File: src/rtl/fwd_hazard_unit.sv
// Forwarding and load-use hazard controller beside ID: tracks in-flight writers in a
// shadow pipeline and derives per-port forward selects, stall, flag forward and a stall count.
module fwd_hazard_unit #(
  parameter int NPORTS   = 3,
  parameter int DEPTH    = 3,
  parameter int AW       = 5,
  parameter int ZERO_REG = 31,
  parameter int LOAD_LAT = 1,
  parameter int SELW     = $clog2(DEPTH + 1)
) (
  input  logic                   clk,
  input  logic                   reset,
  input  logic                   id_valid,
  input  logic [AW-1:0]          id_dest,
  input  logic                   id_regwrite,
  input  logic                   id_isload,
  input  logic                   id_setflags,
  input  logic                   id_useflags,
  input  logic [NPORTS*AW-1:0]   rd_addr,
  input  logic [NPORTS-1:0]      rd_used,
  input  logic                   flush,
  output logic [NPORTS*SELW-1:0] fwd_sel,
  output logic                   stall,
  output logic                   flag_fwd,
  output logic [15:0]            stall_cycles
);

  typedef struct packed {
    logic          valid;
    logic [AW-1:0] dest;
    logic          regwrite;
    logic          isload;
    logic          setflags;
  } entry_t;

  // Index k is the number of stages past ID (1 = EX).
  entry_t stage_q [1:DEPTH];
  entry_t stage_d [1:DEPTH];

  logic [15:0]             cnt_q, cnt_d;
  logic [NPORTS*SELW-1:0]  sel_c;
  logic [NPORTS-1:0]       port_ld;
  logic                    hazard;
  logic                    issue;

  function automatic logic entry_match(input entry_t e, input logic [AW-1:0] addr,
                                       input logic used);
    return e.valid && e.regwrite && used && (e.dest == addr) && (e.dest != AW'(ZERO_REG));
  endfunction

  // Scan oldest to youngest so the youngest matching writer overwrites older ones.
  always_comb begin
    sel_c   = '0;
    port_ld = '0;
    for (int p = 0; p < NPORTS; p++) begin
      for (int k = DEPTH; k >= 1; k--) begin
        if (entry_match(stage_q[k], rd_addr[p*AW +: AW], rd_used[p])) begin
          sel_c[p*SELW +: SELW] = SELW'(k);
          port_ld[p]            = stage_q[k].isload && (k <= LOAD_LAT);
        end
      end
    end
    hazard = |port_ld;
  end

  assign fwd_sel  = reset ? '0 : sel_c;
  assign stall    = !reset && hazard && id_valid && !flush;
  // The youngest valid flag setter sits at stage 1 exactly when stage 1 holds a setter.
  assign flag_fwd = !reset && id_valid && id_useflags && stage_q[1].valid && stage_q[1].setflags;
  assign issue    = id_valid && !stall && !flush;

  always_comb begin
    stage_d[1] = '0;
    if (issue) begin
      stage_d[1].valid    = 1'b1;
      stage_d[1].dest     = id_dest;
      stage_d[1].regwrite = id_regwrite;
      stage_d[1].isload   = id_isload;
      stage_d[1].setflags = id_setflags;
    end
    for (int k = 2; k <= DEPTH; k++) begin
      stage_d[k] = stage_q[k-1];
    end
    cnt_d = cnt_q;
    if (stall && (cnt_q != 16'hFFFF)) begin
      cnt_d = cnt_q + 16'd1;
    end
  end

  always_ff @(posedge clk or posedge reset) begin
    if (reset) begin
      for (int k = 1; k <= DEPTH; k++) begin
        stage_q[k] <= '0;
      end
      cnt_q <= '0;
    end else begin
      for (int k = 1; k <= DEPTH; k++) begin
        stage_q[k] <= stage_d[k];
      end
      cnt_q <= cnt_d;
    end
  end

  assign stall_cycles = cnt_q;

endmodule

File: config.mk
export PLATFORM = sky130hd
export DESIGN_NAME = fwd_hazard_unit
export DESIGN_NICKNAME = d
export VERILOG_FILES = /design/src/rtl/fwd_hazard_unit.sv
export SDC_FILE = /design/constraint.sdc
export NUM_CORES = 1
export LEC_CHECK = 0
export ABC_AREA = 1
export BUFFER_PORTS_ARGS = -buffer_cell sky130_fd_sc_hd__buf_2
export CAP_MARGIN = 30
export CORE_MARGIN = 5
export CORE_UTILIZATION = 50
export CTS_BUF_LIST = sky130_fd_sc_hd__clkbuf_4 sky130_fd_sc_hd__clkbuf_8 sky130_fd_sc_hd__clkbuf_16
export DETAILED_ROUTE_END_ITERATION = 8
export GPL_TIMING_DRIVEN = 1
export HOLD_SLACK_MARGIN = 0.05
export PLACE_DENSITY = 0.75
export SYNTH_ARGS = -nofsm -noshare
export SYNTH_HDL_FRONTEND = slang
export SYNTH_SLANG_ARGS = --single-unit
File: constraint.sdc
create_clock -name clk -period 5.5 [get_ports clk]
set_input_delay 1.375 -clock clk [delete_from_list [all_inputs] [get_ports clk]]
set_output_delay 1.375 -clock clk [all_outputs]
set_load 0.005 [all_outputs]
## Word-level counts from Yosys, hierarchy flattened

Cells that the tools add are included.
Widths: inputs -> output; s select.

- Bits in registers: 39
- Bits of input ports: 31
- Output and inout bits: 24

- $add $sub $neg: 1
- Equal/unequal tests: 13
- Multiplexer cells: 14
- Reductions and logical operators: 44

Operators with widths:

| operator | number |
|---|---|
| $eq 5x5->1 | 9 |
| $logic_and 1x1->1 | 40 |
| $mux 2 | 9 |
| $add 16x1->16 const B | 1 |
| $ne 16x16->1 const B | 1 |
| $ne 5x5->1 const B | 3 |
| $mux 9 | 1 |
| $mux 6 | 1 |
| $logic_not 1->1 | 3 |
| $mux 1 | 3 |
| $reduce_or 3->1 | 1 |

## Depth between registers and ports, before layout

Gate-level depths: netlist of run 1.

- Word-level depth: 13
- Depth in mapped cells: 13

## Worst setup path before layout of run 1

Ideal clock, no wire load.

- Path kind: input to output
- Start: in reset
- End: out stall
- Arrival time: 2.823 ns
- Slack: 1.302 ns
- Cell stages on the path: 5
- Buffers on the path: 1
- Path through: inv_1 -> and3_1 -> buf_2 -> nand2_2 -> inv_1

- Word-level cells in the longest chain between the ends: 4

Ends and longest elaborated chain:

| item | line | text |
|---|---|---|
| start, declared | 12 | `input logic reset,` |
| $logic_not 1->1 (no line) | -- |  |
| $logic_and 1x1->1 (3 in series) | 67 | `assign stall = !reset && hazard && id_valid && !flush;` |
| end, declared | 23 | `output logic stall,` |

Every way passes these cells.

## Worst setup path after layout of run 1

- Start: in rd_addr[12]
- End: out stall

- Word-level cells in the longest chain between the ends: 8

Ends and longest elaborated chain:

| item | line | text |
|---|---|---|
| start, declared | 19 | `input logic [NPORTS*AW-1:0] rd_addr,` |
| $eq 5x5->1 | 48 | `return e.valid && e.regwrite && used && (e.dest == addr) && (e.dest != AW'(ZERO_REG));` |
| $logic_and 1x1->1 (2 in series) | 48 |  |
| $mux 1 | 57 | `if (entry_match(stage_q[k], rd_addr[p*AW +: AW], rd_used[p])) begin` |
| $reduce_or 3->1 | 63 | `hazard = \|port_ld;` |
| $logic_and 1x1->1 (3 in series) | 67 |  |

Every way passes these cells.

==> results of run 1 <==
## routing by layer
layer	vias up	wire length, microns	track usage
met1	926	2320	0.216
met5	-	0	0
met2	63	2580	0.307
met3	8	321	0.0515
met4	0	85	0.0664
li1	1034	-	-
## flip-flops by register name, indices dropped and copies added (netlist names)
signal / cells
stage_q: 7
stall_cycles: 16
stage_d: 16
## per-stage QoR
| step | instance area, sq um | setup slack (ns) | hold WS [ns] |
|---|---|---|---|
| finish | 2790 | 1.63 | 0.382 |
| floorplan | 2340 | 1.30 | 0.354 |
| global placement | 2680 | 1.67 | 0.357 |
| global route | 2790 | 1.51 | 0.393 |
| CTS | 2790 | 1.63 | 0.382 |
| detailed placement | 2680 | 1.63 | 0.364 |
## cell usage in the layout (no fill, tap or decap), drive strengths merged
cell type	n
a21oi	6
a22oi	1
and3	3
buf	55
bufinv	1
clkbuf	6
clkinv	1
dfrtp	39
ha	1
inv	43
nand2	64
nand3	19
nand3b	2
nand4	7
nor2	48
nor3	7
nor3b	1
nor4	3
nor4b	1
o21ai	1
or2	2
xnor2	28
xor2	18
## kinds of logic after synthesis
family | count (synthesis)
AND/OR/NAND/NOR | 157
XOR/XNOR | 46
buffers and inverters | 44
flip-flops | 39
AO/OA/AOI/OAI | 8
adder cells (fa/ha/maj) | 1
## critical path: cells and delay by family
family / cells / cell delay [ns]
and+or+nand+nor: 5 / 0.63
buffers and inverters: 3 / 0.32
xor gates and xnor gates: 1 / 0.16
## Yosys cell counts, types with 3 or more instances
master / number
xor2_1: 18
and3_1: 3
inv_1: 42
nor3_1: 7
a21oi_1: 6
nor2_2: 8
nand3_1: 17
nor2_1: 40
xnor2_1: 28
nand2_2: 4
nand2_1: 60
nand4_1: 6
dfrtp_1: 39
nor4_1: 3
## how the worst max path moves through the flow
stage                 from     to  slack, ns
2_1_floorplan        reset  stall       1.30
3_3_place_gp   rd_addr[12]  stall       1.67
3_5_place_dp   rd_addr[12]  stall       1.63
4_1_cts        rd_addr[12]  stall       1.63
5_1_grt         rd_addr[3]  stall       1.51
6_report       rd_addr[12]  stall       1.63
## report_power, final
part / switching [uW] / internal [uW]
Sequential: 9.33 / 293
Clock: 95.9 / 147
Combinational: 34.4 / 28.8
Total: 140 / 469
## layout make-up
cell class,count,area [sq um],area share
Clock inverter,2,35.0,0.0125
Clock buffer,6,82.6,0.0296
Tap cell,52,65.1,0.0233
Multi-Input combinational cell,212,1190,0.428
Inverter,43,161,0.0578
Timing Repair Buffer,55,278,0.0995
Sequential cell,39,976,0.349
==> flow_summary.json, run 1 <==
{
  "syn_to_final_growth_pct": 19.5,
  "rows": 24,
  "syn_nets": 327,
  "yosysUniqueCellTypes": 25,
  "io_buffers": 54,
  "synth-async-reset-ratio": 1.00,
  "criticalPathCategory": "input port to output pin",
  "grt_pass1_wl_mm": 8.76,
  "grt_max_degree": 44,
  "end_kind": "output pin",
  "clkLatencyLatePin_ns": 0.28,
  "h-tree-depth": 2,
  "worstHoldStart": "stage_d[2]",
  "ios": 55,
  "core_area_sq_mm": 0.00444,
  "hold_end": "stage_q[2]",
  "ys.flop_type": "dfrtp_1",
  "synth-xor-area-share": 0.172,
  "synth_top_area_share": 0.418,
  "vdd_ir_drop_max_v": 0.000171,
  "slowest_delay_ns": 0.18,
  "viasPerCell": 4.97,
  "timing.fmax_mhz": 258,
  "run_status": "completed",
  "dp_hpwl_mm": 4.25,
  "synth_top_family_by_area": "simple AND/OR/NAND/NOR gates",
  "rr_endpoint": "stall_cycles[14]",
  "worstMarginPinSlew_ns": 0.507,
  "layout-drive-gt1-share": 0.227,
  "cts_made_buffers": 5,
  "fp.dieW_microns": 78.4,
  "instances_no_fill": 409,
  "cts_setup_buffers": 0,
  "grt_pass1_vias": 1959,
  "routed_wl_mm": 5.30,
  "drtPass1Iterations": 4,
  "ctsHoldBuffers": 0,
  "diodes": 0,
  "cp_slowest_cell": "nor2_1",
  "rsz0062_at_grt": "false",
  "drc_errors": 0,
  "worstReg2RegStart": "stage_d[14]",
  "placedCellCount": 401,
  "rrSetupSlack_ns": 3.69,
  "fin_crit_ns": 3.87,
  "worstPathMaxFanout": 5,
  "yosys.area_share.adder": 0.00535,
  "wl_per_cell_microns": 13.0,
  "fin_crit_sh": 0.704,
  "gp_congestion": 0.977,
  "crit_chain": "buf_2 > xnor2_1 > nand2_1 > nor2_1 > nand2_1 > nand3_4 > nand2_2 > inv_1 > buf_2",
  "nNetsFinal": 388,
  "min_path_cells": 0,
  "final_util": 0.628,
  "power.density_mw_per_mm2": 218,
  "tritoncts": "done",
  "ant_nets": 0,
  "yosys_warnings": 0,
  "vias": 2031,
  "max_slew_margin": 0.662,
  "synth-compound-area-share": 0.0182,
  "netlist_area_sq_mm": 0.00234,
  "grt_util_all_layers": 0.180,
  "synth_top_area_cell": "dfrtp_1",
  "hold_viol": 0,
  "max_cap_viol_count": 0,
  "crit_arrival_ns": 2.50,
  "tns_ns": 0,
  "p_leak_uw": 0.00145,
  "hold_path_class": "flip-flop to flip-flop",
  "fp.dieArea_sq_mm": 0.00614,
  "syn_area_per_cell_sq_um": 7.92,
  "slew_viol_final": 0,
  "drt-initial-drc-count": 101,
  "antenna_found_initial": 0,
  "crit_required_ns": 4.12,
  "synthTopCellsByArea": "dfrtp_1, xnor2_1, nand2_1, inv_1, xor2_1",
  "cts-resized-gates": 0,
  "synth_simple_gate_area_frac": 0.315,
  "ff2ff_path_depth": 10,
  "synth_edf_count": 0,
  "clock_sinks": 39,
  "cts_buffer_depth": 2,
  "fillers": 409,
  "synth_mux_area_frac": 0,
  "root_buffer": "clkbuf_8",
  "startpoint_type": "input port",
  "ys_seq_elements": 39,
  "total_power_uw": 608,
  "die_height_microns": 78.4,
  "overflow": 0,
  "setup_violations": 0,
  "syn_inst": 295,
  "finClkSkew_ns": 0.00462,
  "start_util": 0.526,
  "path_clk_slew_ns": 0.07,
  "ys_seq_area_frac": 0.418
}
No activity file was read; power rests on OpenSTA's default activity.
==> run 2: changes to the inputs <==
--- a/config.mk
+++ b/config.mk
@@ -5,7 +5,7 @@
 export SDC_FILE = /design/constraint.sdc
 export NUM_CORES = 1
 export LEC_CHECK = 0
-export ABC_AREA = 1
+export ABC_AREA = 0
 export BUFFER_PORTS_ARGS = -buffer_cell sky130_fd_sc_hd__buf_2
 export CAP_MARGIN = 30
 export CORE_MARGIN = 5
@@ -14,7 +14,7 @@
 export DETAILED_ROUTE_END_ITERATION = 8
 export GPL_TIMING_DRIVEN = 1
 export HOLD_SLACK_MARGIN = 0.05
-export PLACE_DENSITY = 0.75
+export PLACE_DENSITY = 0.76
 export SYNTH_ARGS = -nofsm -noshare
 export SYNTH_HDL_FRONTEND = slang
 export SYNTH_SLANG_ARGS = --single-unit
==> constraint.sdc (replaced) <==
create_clock -name clk -period 3.8 [get_ports clk]
set_input_delay 0.95 -clock clk [delete_from_list [all_inputs] [get_ports clk]]
set_output_delay 0.95 -clock clk [all_outputs]
set_load 0.005 [all_outputs]
==> run 2 against run 1 <==
Clock-buffer cell count up 1. Sequential cell count unchanged. Combinational power up 20%. Worst hold slack worse by 0.0039 ns. Power up 34%. Global-route usage up 1.5 points. Worst setup slack worse by 1.1 ns. Wire length down 7.1%. First-iteration DRC count up 57%. Clock power up 23%. Final cell count down 26%. Critical endpoint unchanged.
==> flow_summary.json, run 2 <==
{
  "run_status": "completed",
  "synth_top_area_cell": "dfrtp_1",
  "cp-startpoint": "rd_addr[7]",
  "p_leak_uw": 0.00133,
  "synth-async-reset-ratio": 1.00,
  "rsz0062_at_grt": "false",
  "hold_end": "stage_q[8]",
  "layout_commonest_cell": "buf_2",
  "crit_required_ns": 2.85,
  "layout-drive-gt1-share": 0.274,
  "synth_top_family_by_area": "XOR/XNOR gates",
  "synth-xor-area-share": 0.243,
  "clock_sinks": 39,
  "netlist_area_sq_mm": 0.00209,
  "cts_made_buffers": 5,
  "routed_wl_mm": 4.92,
  "drc_errors": 0,
  "worstReg2RegStart": "stage_d[14]",
  "grt_util_all_layers": 0.195,
  "worstMarginPinSlew_ns": 0.644,
  "ff2ff_path_depth": 5,
  "overflow": 0,
  "grt_pass1_wl_mm": 7.98,
  "fillers": 368,
  "antenna_found_initial": 0,
  "path_common_cell": "buf_2",
  "fin_crit_ns": 3.29,
  "diodes": 0,
  "wl_per_cell_microns": 16.3,
  "hold_path_class": "flip-flop to flip-flop",
  "rr_endpoint": "stall_cycles[1]",
  "root_buffer": "clkbuf_8",
  "drt-initial-drc-count": 159,
  "max_cap_viol_count": 0,
  "ys_seq_elements": 39,
  "synth.most_common_cell": "xor2_1",
  "synth_edf_count": 0,
  "synth_simple_gate_area_frac": 0.224,
  "synth_top_area_share": 0.467,
  "slew_viol_final": 0,
  "nNetsFinal": 283,
  "h-tree-depth": 2,
  "worstHoldStart": "stage_d[8]",
  "startpoint_type": "input port",
  "ys.flop_type": "dfrtp_1",
  "criticalPathCategory": "input port to output pin",
  "seq_area_sq_um": 976,
  "dp_hpwl_mm": 3.84,
  "ant_nets": 0,
  "multi_input_area_sq_mm": 0.00110,
  "fp.dieW_microns": 74.7,
  "rrSetupSlack_ns": 1.60,
  "min_path_cells": 0,
  "finClkSkew_ns": 0.00263,
  "io_buffers": 54,
  "synth-compound-area-share": 0.0485,
  "core_area_sq_mm": 0.00403,
  "syn_to_final_growth_pct": 20.8,
  "routed-wl-met2_mm": 2.33,
  "gp_congestion": 0.936,
  "syn_inst": 190,
  "rows": 23,
  "placedCellCount": 294,
  "syn_nets": 222,
  "crit_arrival_ns": 2.34,
  "hold_viol": 0,
  "worstPathMaxFanout": 10,
  "path_clk_slew_ns": 0.07,
  "tritoncts": "done",
  "yosys_warnings": 0,
  "synth_common_cells": "xor2_1, dfrtp_1, xnor2_1",
  "cts-resized-gates": 0,
  "fin_crit_sh": 0.866,
  "end_kind": "output pin",
  "max_slew_margin": 0.565,
  "cts_buffer_depth": 2,
  "yosysUniqueCellTypes": 30,
  "vdd_ir_drop_max_v": 0.000244,
  "grt_max_degree": 40,
  "start_util": 0.519,
  "cp_slowest_cell": "and4_1",
  "power.density_mw_per_mm2": 322,
  "slowest_delay_ns": 0.39,
  "instances_no_fill": 302,
  "final_cell_mix": "buf_2, xor2_1, dfrtp_1",
  "ios": 55,
  "wl_met3_microns": 380,
  "wl_met1_mm": 2.13,
  "crit_chain": "buf_2 > xor2_1 > nor4_1 > and4_1 > o31ai_4 > inv_4 > buf_2",
  "yosys.area_share.adder": 0.00598,
  "setup_violations": 0,
  "drtPass1Iterations": 4,
  "cts_setup_buffers": 0,
  "viasPerCell": 5.51,
  "highest_layer": "met4",
  "die_height_microns": 74.7,
  "fp.dieArea_sq_mm": 0.00557,
  "ctsHoldBuffers": 0,
  "timing.fmax_mhz": 304,
  "synthTopCellsByArea": "dfrtp_1, xor2_1, xnor2_1, and3_1, and2_1",
  "ys_seq_area_frac": 0.467,
  "clkLatencyLatePin_ns": 0.29,
  "tns_ns": 0,
  "vias": 1665,
  "synth_mux_area_frac": 0.00539,
  "grt_pass1_vias": 1645,
  "syn_area_per_cell_sq_um": 11.0
}
## run 2: critical path: cells and delay by family
kind | cells | cell delay, ns
simple gates | 2 | 0.68
buf+inv | 3 | 0.44
xor+xnor | 1 | 0.14
compound gates | 1 | 0.13
## run 2: per-stage QoR
stage	worst slack [ns]	instance area, sq um	hold WS [ns]	utilization	power, uW
detailed placement	0.531	2430	0.360	0.602	524
global placement	0.535	2430	0.358	0.602	524
finish	0.509	2530	0.378	0.627	813
floorplan	0.832	2090	0.354	-	484
CTS	0.528	2530	0.377	0.627	819
global route	0.379	2530	0.391	0.627	849
## run 2: layout make-up
class | count | share of cell area
repair buffers | 55 | 0.110
multi-input cells | 148 | 0.436
well taps | 50 | 0.0248
inverters | 2 | 0.00396
clock inverters | 1 | 0.00347
clock buffers | 7 | 0.0357
flip-flops and latches | 39 | 0.386
## run 2: how the worst max path moves through the flow
stage / slack (ns) / depth (start not counted) / endpoint
final: 0.51 / 7 / stall
after global routing: 0.38 / 7 / stall
after CTS: 0.53 / 7 / stall
after detailed placement: 0.53 / 7 / stall
after global placement: 0.53 / 7 / stall
after floorplan: 0.83 / 2 / fwd_sel[2]
## run 2: routing by layer
layer | up-vias | track usage
li1 | 797 | -
met3 | 14 | 0.0360
met2 | 58 | 0.301
met4 | 0 | 0.0810
met5 | - | 0
met1 | 796 | 0.270
## run 2: logic make-up after synthesis
kind of cell,Yosys count
adders and majority gates,1
DFF,39
AOI/OAI and AO/OA,14
and+or+nand+nor,74
buffers and inverters,3
muxes,1
xor gates and xnor gates,58
## run 2: report_power, final
part | leakage (uW) | switching [uW] | internal [uW]
logic | 0.000747 | 39.8 | 36.0
clock network | 0.0000519 | 142 | 156
registers | 0.000531 | 14.9 | 424
total | 0.00133 | 197 | 616
